### src/rtl/fetch_stage.sv
// IF stage and IF/ID pipeline register for the 5-stage RV32I core.
// Fetches over a variable-latency req/valid imem port, absorbs stalls, redirects on EX branches.
module fetch_stage #(
  parameter logic [31:0] RESET_PC  = 32'h0000_0000,
  parameter logic [31:0] NOP_INSTR = 32'h0000_0013
) (
  input  logic        clk,
  input  logic        rst,
  input  logic        StallF,
  input  logic        StallD,
  input  logic        FlushD,
  input  logic        PCSrcE,
  input  logic [31:0] PCTargetE,
  output logic        imem_req,
  output logic [31:0] imem_addr,
  input  logic [31:0] imem_rdata,
  input  logic        imem_valid,
  output logic [31:0] InstrD,
  output logic [31:0] PCD,
  output logic [31:0] PCPlus4D,
  output logic        ValidD
);

  // state   | meaning
  // S_FETCH | request outstanding at PCF
  // S_HOLD  | no request, fetched word parked in buffer until stall releases
  // S_DROP  | request at stale address still open, its response is discarded
  typedef enum logic [1:0] {
    S_FETCH = 2'd0,
    S_HOLD  = 2'd1,
    S_DROP  = 2'd2
  } state_t;

  state_t      state_q, state_d;
  logic [31:0] pcf_q, pcf_d;
  logic [31:0] drop_addr_q, drop_addr_d;
  logic [31:0] buf_instr_q, buf_instr_d;
  logic [31:0] buf_pc_q, buf_pc_d;
  logic [31:0] instr_q, instr_d;
  logic [31:0] pcd_q, pcd_d;
  logic [31:0] pcplus4_q, pcplus4_d;
  logic        valid_q, valid_d;

  logic        stall;
  logic        word_vld;
  logic [31:0] word_instr;
  logic [31:0] word_pc;

  assign stall     = StallF | StallD;
  assign imem_req  = rst && (state_q != S_HOLD);
  assign imem_addr = (state_q == S_DROP) ? drop_addr_q : pcf_q;

  always_comb begin
    state_d     = state_q;
    pcf_d       = pcf_q;
    drop_addr_d = drop_addr_q;
    buf_instr_d = buf_instr_q;
    buf_pc_d    = buf_pc_q;
    word_vld    = 1'b0;
    word_instr  = imem_rdata;
    word_pc     = pcf_q;
    case (state_q)
      S_FETCH: begin
        if (imem_valid) begin
          if (PCSrcE) begin
            pcf_d = PCTargetE;
          end else if (!stall) begin
            word_vld = 1'b1;
            pcf_d    = pcf_q + 32'd4;
          end else begin
            buf_instr_d = imem_rdata;
            buf_pc_d    = pcf_q;
            state_d     = S_HOLD;
          end
        end else if (PCSrcE) begin
          drop_addr_d = pcf_q;
          pcf_d       = PCTargetE;
          state_d     = S_DROP;
        end
      end
      S_HOLD: begin
        if (PCSrcE) begin
          pcf_d   = PCTargetE;
          state_d = S_FETCH;
        end else if (!stall) begin
          word_vld   = 1'b1;
          word_instr = buf_instr_q;
          word_pc    = buf_pc_q;
          pcf_d      = pcf_q + 32'd4;
          state_d    = S_FETCH;
        end
      end
      S_DROP: begin
        // latest redirect wins even while the stale response is pending
        if (PCSrcE) pcf_d = PCTargetE;
        if (imem_valid) state_d = S_FETCH;
      end
      default: state_d = S_FETCH;
    endcase
  end

  always_comb begin
    instr_d   = instr_q;
    pcd_d     = pcd_q;
    pcplus4_d = pcplus4_q;
    valid_d   = valid_q;
    if (FlushD) begin
      instr_d   = NOP_INSTR;
      pcd_d     = 32'd0;
      pcplus4_d = 32'd0;
      valid_d   = 1'b0;
    end else if (StallD) begin
      valid_d = valid_q;
    end else if (word_vld) begin
      instr_d   = word_instr;
      pcd_d     = word_pc;
      pcplus4_d = word_pc + 32'd4;
      valid_d   = 1'b1;
    end else begin
      instr_d = NOP_INSTR;
      valid_d = 1'b0;
    end
  end

  always_ff @(posedge clk) begin
    if (!rst) begin
      state_q     <= S_FETCH;
      pcf_q       <= RESET_PC;
      drop_addr_q <= 32'd0;
      buf_instr_q <= 32'd0;
      buf_pc_q    <= 32'd0;
      instr_q     <= NOP_INSTR;
      pcd_q       <= 32'd0;
      pcplus4_q   <= 32'd0;
      valid_q     <= 1'b0;
    end else begin
      state_q     <= state_d;
      pcf_q       <= pcf_d;
      drop_addr_q <= drop_addr_d;
      buf_instr_q <= buf_instr_d;
      buf_pc_q    <= buf_pc_d;
      instr_q     <= instr_d;
      pcd_q       <= pcd_d;
      pcplus4_q   <= pcplus4_d;
      valid_q     <= valid_d;
    end
  end

  assign InstrD   = instr_q;
  assign PCD      = pcd_q;
  assign PCPlus4D = pcplus4_q;
  assign ValidD   = valid_q;

endmodule

### config.mk
export PLATFORM = sky130hd
export DESIGN_NAME = fetch_stage
export DESIGN_NICKNAME = d
export VERILOG_FILES = /design/src/rtl/fetch_stage.sv
export SDC_FILE = /design/constraint.sdc
export NUM_CORES = 1
export LEC_CHECK = 0
export BUFFER_PORTS_ARGS = -buffer_cell sky130_fd_sc_hd__clkbuf_2
export CORE_MARGIN = 5
export CORE_UTILIZATION = 45
export DETAILED_ROUTE_END_ITERATION = 10
export GPL_ROUTABILITY_DRIVEN = 1
export HOLD_SLACK_MARGIN = 0.1
export PLACE_DENSITY = 0.67
export SETUP_SLACK_MARGIN = 0.15
export SYNTH_ARGS = -nofsm -noshare
export SYNTH_HDL_FRONTEND = slang
export SYNTH_SLANG_ARGS = --single-unit
### constraint.sdc
create_clock -name clk -period 11.3 [get_ports clk]
set_input_delay 1.13 -clock clk [delete_from_list [all_inputs] [get_ports clk]]
set_output_delay 1.13 -clock clk [all_outputs]
set_load 0.05 [all_outputs]
==> Word level (Yosys, flattened, before mapping) <==
Cells that the tools add are included.
{ "totals": {"register_bits": 227, "output_inout_bits": 130, "wordCells": 58} }
{ "op_classes": {"addsub": 2, "n_eq_ne": 8, "n_mux": 26, "n_bitwise": 5, "n_reduce_logical": 8} }
{ "op_table": {"columns": ["cell", "count"], "rows": [
  ["32-bit 2-to-1 mux", 12],
  ["32-bit one-hot mux with 3 select lines", 1],
  ["32-bit by 3-bit adder with 32-bit output, second input constant", 2],
  ["2-bit 2-to-1 mux", 7],
  ["3-bit inequality test, second input constant", 4],
  ["2-bit one-hot mux with 3 select lines", 1],
  ["3-bit AND reduction", 2],
  ["5-bit AND reduction", 1],
  ["1-bit 2-to-1 mux", 4],
  ["1-bit NOT", 4],
  ["3-bit nonzero test", 1],
  ["2-bit by 1-bit == test with 1-bit output, second input constant", 1],
  ["2-bit == test, second input constant", 1],
  ["2-bit zero test", 1],
  ["2-bit by 1-bit inequality test with 1-bit output, second input constant", 1],
  ["2-bit inequality test, second input constant", 1],
  ["1-bit one-hot mux with 2 select lines", 1],
  ["2-bit AND reduction", 1],
  ["2-bit OR reduction", 1],
  ["1-bit logical AND", 1],
  ["1-bit bitwise OR", 1]
]} }

==> Depth between registers and ports, before layout <==
Gate-level depths: netlist of run 1.
{ "logic_depth": {"depth_word": 6, "ltp_mapped": 16, "depth_no_buf": 11} }

==> Least setup slack after synthesis of run 1 <==
No wires, ideal clock.
{ "synth_timing": {"path_type": "input port to flip-flop", "from": "input StallD", "to": "register pcplus4_q[26], in the netlist PCPlus4D[26]", "t_arrival_ns": 4.268, "path_slack_ns": 6.910, "path_stages": 13, "n_path_buf": 4, "cell_sequence": "buf_2 -> nor4b_4 -> buf_2 -> buf_2 -> mux2i_1 -> inv_1 -> ha_1 -> nand4_1 -> nor4_1 -> o21ai_1 -> buf_2 -> o31a_1 -> a311o_1"} }
{ "synth_via": {"elab_cells_between_ends": 11, "cone_classes": "add/sub (1); mux (7); bitwise (2); reduce/logical (1)"} }
{ "synth_rtl": {"columns": ["item", "line", "source"], "rows": [
  ["start, declared", "10", "input logic StallD,"],
  ["1-bit bitwise OR", "49", "assign stall = StallF | StallD;"],
  ["32-bit 2-to-1 mux", null, null],
  ["32-bit 2-to-1 mux", "82", "if (PCSrcE) begin"],
  ["32-bit 2-to-1 mux", "62", "case (state_q)"],
  ["via word_pc[2]", "47", "logic [31:0] word_pc;"],
  ["32-bit by 3-bit adder with 32-bit output", "117", "pcplus4_d = word_pc + 32'd4;"],
  ["end signal, assigned", "144", "pcplus4_q <= pcplus4_d;"],
  ["end, declared", "41", "logic [31:0] pcplus4_q, pcplus4_d;"]
]} }
The timed path passes the listed nets, and every way through them passes these cells.
A chain may end at the register's enable or synchronous reset.

==> Worst setup path after layout of run 1 <==
Ends and elaborated chain as after synthesis.

==> impl_metrics.py, run 1 <==
metrics = {
    "setup_path": {
        "slowest_delay_ps": 650,
        "startpoint_type": "primary input",
        "crit_path_frequent_cell": "buf_4",
        "cp_top_family": "buffers and inverters",
        "reg2regPathDepth": 13,
        "critPathMaxFanout": 54,
        "slowest_stage": "buf_4",
        "crit_arrival_ps": 5730,
        "crit_type": "primary input to flip-flop",
        "end_kind": "flip-flop",
        "worst-path-buf-inv": 4,
        "cp.required_ps": 11720,
        "cp_cell_sequence": "clkbuf_2, nor4b_4, buf_4, buf_4, mux2i_1, inv_1, ha_1, nand4_1, nor4_1, o21ai_1, o31a_1, a311o_1",
        "crit_cells": 12,
    },
    "cts": {
        "clockBufferDepth": 3,
        "clock_latency_ps": 540,
        "cts_tree": "yes",
        "hold_buffers": 0,
        "clkSinkCount": 225,
        "h-tree-depth": 1,
        "cts_inserted_buffers": 26,
        "clock-root-buffer": "clkbuf_16",
        "cts_setup_buffers": 0,
        "clk_pin_slew_worst_paths_ps": 60,
        "cts_resized": 0,
    },
    "synthesis": {
        "synth_xor_area_share_pct": 1.01,
        "synth_compound_area_share_pct": 20.7,
        "netlist_instances": 1492,
        "yosysWarnings": 0,
        "async_reset_ff_share_pct": 0,
        "syn-cell-area_mm2": 0.0113,
        "synth_cell_types": 76,
        "synth-simple-area-share_pct": 25.7,
        "synth_mux_area_share_pct": 6.21,
        "synth_top_family_by_area": "simple AND/OR/NAND/NOR gates",
        "synthAdderAreaFrac_pct": 0.666,
        "synth_edf_count": 0,
        "synth.avg_cell_area_um2": 7.56,
        "ys_dominant_reg_cell": "dfxtp_1",
        "synth_seq_cells": 225,
        "synth_fp_nets": 1569,
        "ys_seq_area_share_pct": 39.9,
    },
    "sta": {
        "period_share_pct": 47.0,
        "timing.setup.tns_ps": 0,
        "worstMarginPinSlew_ps": 1100,
        "setup_viol": 0,
        "finalWorstSetupSlack_ps": 5990,
        "period_needed_ps": 5310,
        "hold_viol_final": 0,
        "finalMaxSlewViolations": 0,
        "relSlewSlack_pct": 26.2,
        "rsz0062_at_grt": "no",
        "fmax_mhz": 188,
        "fin_skew_ps": 13.5,
    },
    "route": {
        "routed_wl_mm": 35.7,
        "drtIter0Drc": 1087,
        "first_pass_iters": 7,
        "vias_per_cell": 5.78,
        "drtAntennaViolNets": 0,
        "drc": 0,
        "wl_per_cell_um": 18.3,
        "dr_total_vias": 11200,
    },
    "power": {
        "peakVddDrop_mv": 0.112,
        "p_leak_uw": 0.00486,
        "power_density_mw_per_mm2": 150,
    },
    "run_status": {
        "status": "finished, final reports clean",
    },
    "finish": {
        "nNetsFinal": 1676,
        "final_common_cell": "nand2_1",
        "antenna_cells": 0,
        "finalInstanceArea_mm2": 0.0131,
        "layout_common_cells": "nand2_1, dfxtp_1, clkbuf_2, a21oi_1, nor2_1",
        "fin_cells": 1943,
        "fillers": 2480,
        "drive_above_1_share_pct": 19.1,
        "area_growth_pct": 15.8,
    },
    "die": {
        "num_io_pins": 201,
        "start_util_pct": 45.2,
        "die_x_um": 168,
        "die_y_um": 168,
        "num_rows": 58,
        "dieArea_mm2": 0.0283,
        "core_mm2": 0.0250,
    },
    "placement": {
        "placed_cells": 1901,
        "io_buffers": 200,
        "place_congestion": 0.918,
        "dp_hpwl_mm": 24.3,
        "post-place-ws_ps": 5560,
        "place_area_mm2": 0.0123,
    },
    "run": {
        "cap_viol_max_count": 0,
    },
    "global_route": {
        "grt_usage_pct": 23.9,
        "grt_max_degree": 76,
        "grt_pass1_vias": 10300,
        "overflow": 0,
        "busiest_layer": "met2",
        "grtUsageMet1_pct": 35.0,
        "grt_use_met2_pct": 35.7,
        "grt_pass1_wl_mm": 56.4,
        "grt_antenna_before_repair": 0,
        "gr-usage-met3_pct": 4.98,
    },
    "min_path": {
        "hold_path_depth": 2,
        "holdCritPathClass": "flip-flop to flip-flop",
    },
}
## per-layer routing
layer  wire (µm)  share of wire, %
met4         878               2.5
met2       15000                42
met3        3040               8.5
met1       16700                47
met5           0                 0
## worst paths after layout
check                                 end  slack, ps                         start
min reg2reg  drop_addr_q[28]$_SDFFE_PN0P_        450  drop_addr_q[28]$_SDFFE_PN0P_
min          drop_addr_q[28]$_SDFFE_PN0P_        450  drop_addr_q[28]$_SDFFE_PN0P_
max             PCPlus4D[26]$_SDFFE_PP0P_       5990                        StallD
max reg2reg     PCPlus4D[26]$_SDFFE_PP0P_       6380       state_q[1]$_SDFFE_PN0P_
## cell type report
type	count	area [µm²]	area share (%)
clock buffer	36	698	5.35
tap	330	413	3.16
sequential	225	4500	34.5
timing repair buffer	217	1130	8.64
clock inverter	6	91.3	0.699
multi-input combinational	1109	6150	47.1
inverter	20	76.3	0.584
## stage by stage
step	total power (µW)	hold slack [ps]	util, %
after floorplan	1080	433	-
after global placement	1170	438	49.1
after detailed placement	1170	446	49.1
after CTS	1960	453	52.3
after global routing	2030	472	52.3
final	1960	451	52.3
## where the power goes
group / switching [µW] / internal [µW]
combinational: 203 / 86.6
clock: 326 / 473
sequential: 48.2 / 820
## registers in the layout (all words and copies together), names as in the netlist
register,flops
pcf_q,32
drop_addr_q,32
ValidD,1
buf_pc_q,32
state_q,2
buf_instr_q,32
InstrD,32
PCPlus4D,30
PCD,32
## cells by family after synthesis
kind of cell	count (synthesis)
adder cells (fa/ha/maj)	6
flip-flops	225
buffers and inverters	158
AND/OR/NAND/NOR	647
XOR/XNOR	13
multiplexers	66
AO/OA/AOI/OAI	377
## synthesized netlist by cell type, drive strengths merged, types with 3 or more instances
| cell type | n | area share, % |
|---|---|---|
| a211oi | 25 | 1.7 |
| a21o | 4 | 0.27 |
| a21oi | 192 | 8.5 |
| a22oi | 8 | 0.53 |
| a311o | 4 | 0.36 |
| a311oi | 13 | 1.0 |
| a31oi | 11 | 0.67 |
| a32oi | 3 | 0.23 |
| and2 | 8 | 0.44 |
| and3 | 10 | 0.55 |
| and4 | 4 | 0.31 |
| buf | 24 | 1.3 |
| clkbuf | 114 | 3.8 |
| dfxtp | 225 | 40 |
| ha | 6 | 0.67 |
| inv | 18 | 0.60 |
| mux2 | 32 | 3.2 |
| mux2i | 34 | 3.0 |
| nand2 | 352 | 12 |
| nand2b | 5 | 0.28 |
| nand3 | 61 | 2.7 |
| nand4 | 17 | 0.94 |
| nand4b | 3 | 0.23 |
| nor2 | 115 | 3.8 |
| nor2b | 3 | 0.17 |
| nor3 | 21 | 0.93 |
| nor3b | 3 | 0.20 |
| nor4 | 19 | 1.5 |
| nor4b | 3 | 0.37 |
| o211ai | 16 | 1.1 |
| o21a | 5 | 0.33 |
| o21ai | 41 | 1.9 |
| o221ai | 6 | 0.47 |
| o22a | 4 | 0.31 |
| o22ai | 3 | 0.17 |
| o31a | 8 | 0.62 |
| o31ai | 9 | 0.60 |
| or2 | 5 | 0.28 |
| or3 | 8 | 0.44 |
| or4 | 5 | 0.33 |
| xnor2 | 6 | 0.47 |
| xor2 | 7 | 0.54 |
## worst register-to-register path: stages (launching register included)
cell and delay (ps):
dfxtp_1 330, inv_1 90, ha_1 390, nor4b_4 260
buf_4 330, buf_4 670, mux2i_1 300, inv_1 120
ha_1 270, nand4_1 180, nor4_1 640, o21ai_1 510
o31a_1 420, a311o_1 310
Power figures use the tool's default switching activity.
==> run 2, diff against run 1 <==
--- a/config.mk
+++ b/config.mk
@@ -11,7 +11,7 @@
 export DETAILED_ROUTE_END_ITERATION = 10
 export GPL_ROUTABILITY_DRIVEN = 1
 export HOLD_SLACK_MARGIN = 0.1
-export PLACE_DENSITY = 0.67
+export PLACE_DENSITY = 0.69
 export SETUP_SLACK_MARGIN = 0.15
 export SYNTH_ARGS = -nofsm -noshare
 export SYNTH_HDL_FRONTEND = slang
==> constraint.sdc (replaced) <==
create_clock -name clk -period 4.5 [get_ports clk]
set_input_delay 0.45 -clock clk [delete_from_list [all_inputs] [get_ports clk]]
set_output_delay 0.45 -clock clk [all_outputs]
set_load 0.05 [all_outputs]
==> run 2 against run 1 <==
Net effect: sequential share of layout area fell by 0.28 points; final area rose by 0.80%; first-iteration DRC count rose by 7.5%; register-to-register slack got worse by 5800 ps; non-clock buffer count rose by 4; flip-flop and latch count did not move; via count rose by 0.73%; sequential power rose to 2.5 times the previous value; highest routed layer unchanged; cell count rose by 0.51%.
==> impl_metrics.py, run 2 (same netlist as run 1, synthesis figures left out) <==
metrics = {
    "die": {
        "die_y_um": 168,
        "die_x_um": 168,
        "start_util_pct": 45.2,
        "num_io_pins": 201,
        "core_mm2": 0.0250,
        "dieArea_mm2": 0.0283,
        "num_rows": 58,
    },
    "cts": {
        "clockBufferDepth": 3,
        "hold_buffers": 0,
        "cts_inserted_buffers": 27,
        "h-tree-depth": 1,
        "clock_latency_ps": 540,
        "clkSinkCount": 225,
        "cts_setup_buffers": 0,
        "clock-root-buffer": "clkbuf_16",
        "cts_resized": 0,
        "cts_tree": "yes",
        "clk_pin_slew_worst_paths_ps": 60,
    },
    "setup_path": {
        "critPathMaxFanout": 11,
        "startpoint_type": "flip-flop",
        "reg2regPathDepth": 10,
        "crit_path_frequent_cell": "ha_1",
        "cp_cell_sequence": "ha_1, nor4b_4, mux2i_1, inv_1, ha_1, nand4_1, nor4_1, o21ai_1, o31a_1, a311o_1",
        "timing.rr.start": "state_q[0]$_SDFFE_PN0P_",
        "end_kind": "flip-flop",
        "r2r-end": "PCPlus4D[26]$_SDFFE_PP0P_",
        "cp.required_ps": 4920,
        "worst-path-buf-inv": 1,
        "crit_arrival_ps": 4300,
        "crit_type": "flip-flop to flip-flop",
        "slowest_stage": "nor4_1",
        "cp_top_family": "compound AO/OA/AOI/OAI gates",
        "slowest_delay_ps": 700,
        "r2r_setup_slack_ps": 620,
    },
    "sta": {
        "period_share_pct": 86.2,
        "fmax_mhz": 258,
        "hold_viol_final": 0,
        "setup_viol": 0,
        "rsz0062_at_grt": "no",
        "finalMaxSlewViolations": 0,
        "relSlewSlack_pct": 17.6,
        "timing.setup.tns_ps": 0,
        "fin_skew_ps": 12.3,
        "period_needed_ps": 3880,
        "worstMarginPinSlew_ps": 1220,
    },
    "route": {
        "drc": 0,
        "first_pass_iters": 6,
        "drtIter0Drc": 1168,
        "vias_per_cell": 5.79,
        "drtAntennaViolNets": 0,
        "routed_wl_mm": 35.8,
        "dr_total_vias": 11300,
        "wl_per_cell_um": 18.3,
    },
    "global_route": {
        "overflow": 0,
        "grt_pass1_vias": 10200,
        "grt_usage_pct": 24.1,
        "grt_pass1_wl_mm": 56.7,
        "grt_max_degree": 65,
        "grt_antenna_before_repair": 0,
    },
    "power": {
        "p_leak_uw": 0.00492,
        "power.total_uw": 5010,
        "peakVddDrop_mv": 0.244,
        "power_density_mw_per_mm2": 381,
    },
    "min_path": {
        "holdCritPathClass": "primary input to flip-flop",
        "hold_start": "imem_rdata[1]",
        "whs_endpoint": "buf_instr_q[1]$_SDFFE_PN0P_",
        "hold_path_depth": 3,
    },
    "placement": {
        "dp_hpwl_mm": 25.0,
        "io_buffers": 200,
        "place_area_mm2": 0.0123,
        "placed_cells": 1905,
        "place_congestion": 0.903,
    },
    "finish": {
        "final_common_cell": "nand2_1",
        "layout_common_cells": "nand2_1, dfxtp_1, clkbuf_2, a21oi_1, nor2_1",
        "area_growth_pct": 16.7,
        "finalInstanceArea_mm2": 0.0132,
        "fin_cells": 1953,
        "antenna_cells": 0,
        "drive_above_1_share_pct": 19.8,
        "nNetsFinal": 1681,
        "fin_util_pct": 52.7,
    },
    "run_status": {
        "status": "finished, final reports clean",
    },
    "run": {
        "cap_viol_max_count": 0,
    },
}
-- run 2: cell types whose count changed in the layout (fill, tap and decap cells not counted) --
| cell | change |
|---|---|
| clkinv_8 | -1 |
| clkinv_2 | +2 |
| inv_8 | +1 |
| clkbuf_8 | +5 |
| buf_4 | +4 |
| bufinv_16 | -1 |
| clkbuf_1 | -3 |
| inv_6 | +1 |
| clkbuf_16 | +1 |
| clkinv_4 | +1 |
-- run 2: where the power goes --
group,internal [µW],leakage (µW),total [µW],switching [µW]
clock network,1260,0.000431,2110,846
logic,219,0.00267,730,511
registers,2060,0.00182,2180,120
-- run 2: worst max path at each step --
stage / start / to / slack [ps] / depth (start not counted)
2_1_floorplan: StallD / PCPlus4D[26]$_SDFFE_PP0P_ / 790 / 13
3_3_place_gp: PCSrcE / PCPlus4D[26]$_SDFFE_PP0P_ / 790 / 11
3_5_place_dp: PCSrcE / PCPlus4D[26]$_SDFFE_PP0P_ / 680 / 11
4_1_cts: state_q[1]$_SDFFE_PN0P_ / PCPlus4D[26]$_SDFFE_PP0P_ / 700 / 11
5_1_grt: state_q[1]$_SDFFE_PN0P_ / PCPlus4D[26]$_SDFFE_PP0P_ / 390 / 11
6_report: state_q[0]$_SDFFE_PN0P_ / PCPlus4D[26]$_SDFFE_PP0P_ / 620 / 10
-- run 2: layout make-up --
class | count | area (µm²)
multi-input cells | 1109 | 6150
clock inverters | 9 | 83.8
clock buffers | 39 | 781
repair buffers | 221 | 1160
inverters | 20 | 76.3
fillers | 2495 | 11800
well taps | 330 | 413
flip-flops and latches | 225 | 4500
-- run 2: worst reg2reg max path: stages, from the launching register on --
cell and delay (ps):
dfxtp_1 390, ha_1 360, nor4b_4 350, mux2i_1 180, inv_1 90, ha_1 270, nand4_1 170, nor4_1 700
o21ai_1 520, o31a_1 420, a311o_1 310
-- run 2: per-layer routing --
layer  part of all wire [%]  track usage (%)  vias to the layer above  routed length (µm)
li1                       -                -                     5470                   -
met5                      0                0                        -                   0
met1                     46             35.9                     5294               16500
met4                    2.2             6.56                        0                 802
met2                     43             36.0                      488               15500
met3                    8.7             4.11                       61                3100
-- run 2: metrics by stage --
step	hold WS [ps]	setup slack (ps)
after floorplan	433	790
after global placement	438	790
after detailed placement	446	680
after CTS	129	698
after global routing	145	388
final	153	619
==> run 3, diff against run 2 <==
--- a/config.mk
+++ b/config.mk
@@ -8,6 +8,7 @@
 export BUFFER_PORTS_ARGS = -buffer_cell sky130_fd_sc_hd__clkbuf_2
 export CORE_MARGIN = 5
 export CORE_UTILIZATION = 45
+export CTS_BUF_LIST = sky130_fd_sc_hd__clkbuf_16
 export DETAILED_ROUTE_END_ITERATION = 10
 export GPL_ROUTABILITY_DRIVEN = 1
 export HOLD_SLACK_MARGIN = 0.1
==> run 3 against run 2 <==
Net effect: via count increased by 0.19%; core utilization decreased by 0.24 points; cell count unchanged; routed wire length increased by 0.39%; power decreased by 2.4%; sequential power about the same; non-clock buffer count unchanged; critical path depth increased by 1; global-route usage about the same; flip-flop and latch count unchanged.
==> impl_metrics.py, run 3 (same netlist as run 1, synthesis figures left out) <==
metrics = {
    "run_status": {
        "status": "finished, final reports clean",
    },
    "global_route": {
        "grt_antenna_before_repair": 0,
        "grt_pass1_wl_mm": 56.8,
        "grt_usage_pct": 24.1,
        "grt_max_degree": 65,
        "grt_pass1_vias": 10200,
        "overflow": 0,
    },
    "setup_path": {
        "cp-startpoint": "state_q[1]$_SDFFE_PN0P_",
        "timing.rr.start": "state_q[1]$_SDFFE_PN0P_",
        "cp.required_ps": 4920,
        "slowest_stage": "nor4_1",
        "crit_cells": 11,
        "startpoint_type": "flip-flop",
        "cp_cell_sequence": "inv_1, ha_1, nor4b_4, mux2i_1, inv_1, ha_1, nand4_1, nor4_1, o21ai_1, o31a_1, a311o_1",
        "crit_arrival_ps": 4270,
        "crit_type": "flip-flop to flip-flop",
        "slowest_delay_ps": 680,
        "reg2regPathDepth": 11,
        "critPathMaxFanout": 11,
        "worst-path-buf-inv": 2,
        "cp_top_family": "compound AO/OA/AOI/OAI gates",
        "end_kind": "flip-flop",
    },
    "route": {
        "drtIter0Drc": 1172,
        "first_pass_iters": 6,
        "met1_length_mm": 16.4,
        "drc": 0,
        "dr_wl_met2_mm": 15.5,
        "routed_wl_mm": 36.0,
        "top_layer": "met4",
        "vias_per_cell": 5.80,
        "wl_met3_mm": 3.19,
        "wl_per_cell_um": 18.4,
        "drtAntennaViolNets": 0,
        "dr_total_vias": 11300,
    },
    "finish": {
        "area_growth_pct": 16.2,
        "fin_util_pct": 52.5,
        "fillers": 2489,
        "drive_above_1_share_pct": 19.4,
        "final_common_cell": "nand2_1",
        "layout_common_cells": "nand2_1, dfxtp_1, clkbuf_2, a21oi_1, nor2_1",
        "antenna_cells": 0,
        "nNetsFinal": 1681,
    },
    "die": {
        "die_x_um": 168,
        "core_mm2": 0.0250,
        "die_y_um": 168,
        "num_rows": 58,
        "dieArea_mm2": 0.0283,
        "num_io_pins": 201,
        "start_util_pct": 45.2,
    },
    "sta": {
        "hold_viol_final": 0,
        "worstMarginPinSlew_ps": 1230,
        "finalWorstSetupSlack_ps": 651,
        "period_needed_ps": 3850,
        "relSlewSlack_pct": 17.1,
        "fmax_mhz": 260,
        "setup_viol": 0,
        "rsz0062_at_grt": "no",
        "period_share_pct": 85.5,
        "fin_skew_ps": 14.0,
        "finalMaxSlewViolations": 0,
        "timing.setup.tns_ps": 0,
    },
    "power": {
        "peakVddDrop_mv": 0.243,
        "p_seq_share_pct": 44.5,
        "intPower_uw": 3420,
        "p_leak_uw": 0.00491,
        "p_sw_share_pct": 30.1,
        "p_sw_uw": 1470,
        "clkPwrFrac_pct": 40.6,
        "p_comb_share_pct": 14.9,
        "power_density_mw_per_mm2": 374,
    },
    "cts": {
        "cts_setup_buffers": 0,
        "clock-root-buffer": "clkbuf_16",
        "cts_inserted_buffers": 27,
        "cts_tree": "yes",
        "cts_resized": 0,
        "clockBufferDepth": 3,
        "hold_buffers": 0,
        "clkSinkCount": 225,
        "clk_pin_slew_worst_paths_ps": 60,
        "h-tree-depth": 1,
        "clock_latency_ps": 540,
    },
    "min_path": {
        "hold_path_depth": 3,
        "hold_start": "imem_rdata[1]",
        "holdCritPathClass": "primary input to flip-flop",
    },
    "placement": {
        "post-place-ws_ps": 680,
        "dp_hpwl_mm": 25.0,
        "place_congestion": 0.903,
        "io_buffers": 200,
    },
    "run": {
        "cap_viol_max_count": 0,
    },
}
-- run 3: worst reg2reg max path: cells and delay by family (launching register included) --
family                   cells  cell delay, ps
AO/OA/AOI/OAI                3            1240
AND/OR/NAND/NOR              3            1200
multiplexers                 1             180
buffers and inverters        2             170
adder cells (fa/ha/maj)      2             610
flip-flops                   1             340
-- run 3: path summary, 6_finish.rpt --
check / to / slack [ps]
max reg2reg: PCPlus4D[26]$_SDFFE_PP0P_ / 650
min reg2reg: drop_addr_q[1]$_SDFFE_PN0P_ / 450
max: PCPlus4D[26]$_SDFFE_PP0P_ / 650
min: buf_instr_q[1]$_SDFFE_PN0P_ / 150
-- run 3: area by class of cell --
type                       instances  area [µm²]  share of cell area [%]
multi-input combinational       1109        6150                    46.9
sequential                       225        4500                    34.4
timing repair buffer             221        1160                    8.84
clock buffer                      27         676                    5.16
tap                              330         413                    3.15
clock inverter                    21         129                   0.983
inverter                          20        76.3                   0.582
-- run 3: metal layers --
layer | global-route usage (%) | up-vias
li1 | - | 5470
met1 | 36.0 | 5282
met2 | 36.1 | 522
met3 | 3.92 | 60
met4 | 6.49 | 0
met5 | 0 | -
-- run 3: power groups by stage --
stage,registers [µW],logic [µW],clock network (µW)
after floorplan,2160,547,0
after global placement,2210,718,0
after detailed placement,2220,722,0
after CTS,2170,725,2030
after global routing,2190,791,2110
final,2180,731,1990
-- run 3: through the flow --
step           hold WS, ps  std cells  area [µm²]  total power (µW)
2_1_floorplan          433       1492       11300              2710
3_3_place_gp           438       1905       12300              2930
3_5_place_dp           446       1905       12300              2940
4_1_cts                129       1953       13100              4930
5_1_grt                148       1953       13100              5080
6_report               150       1953       13100              4900
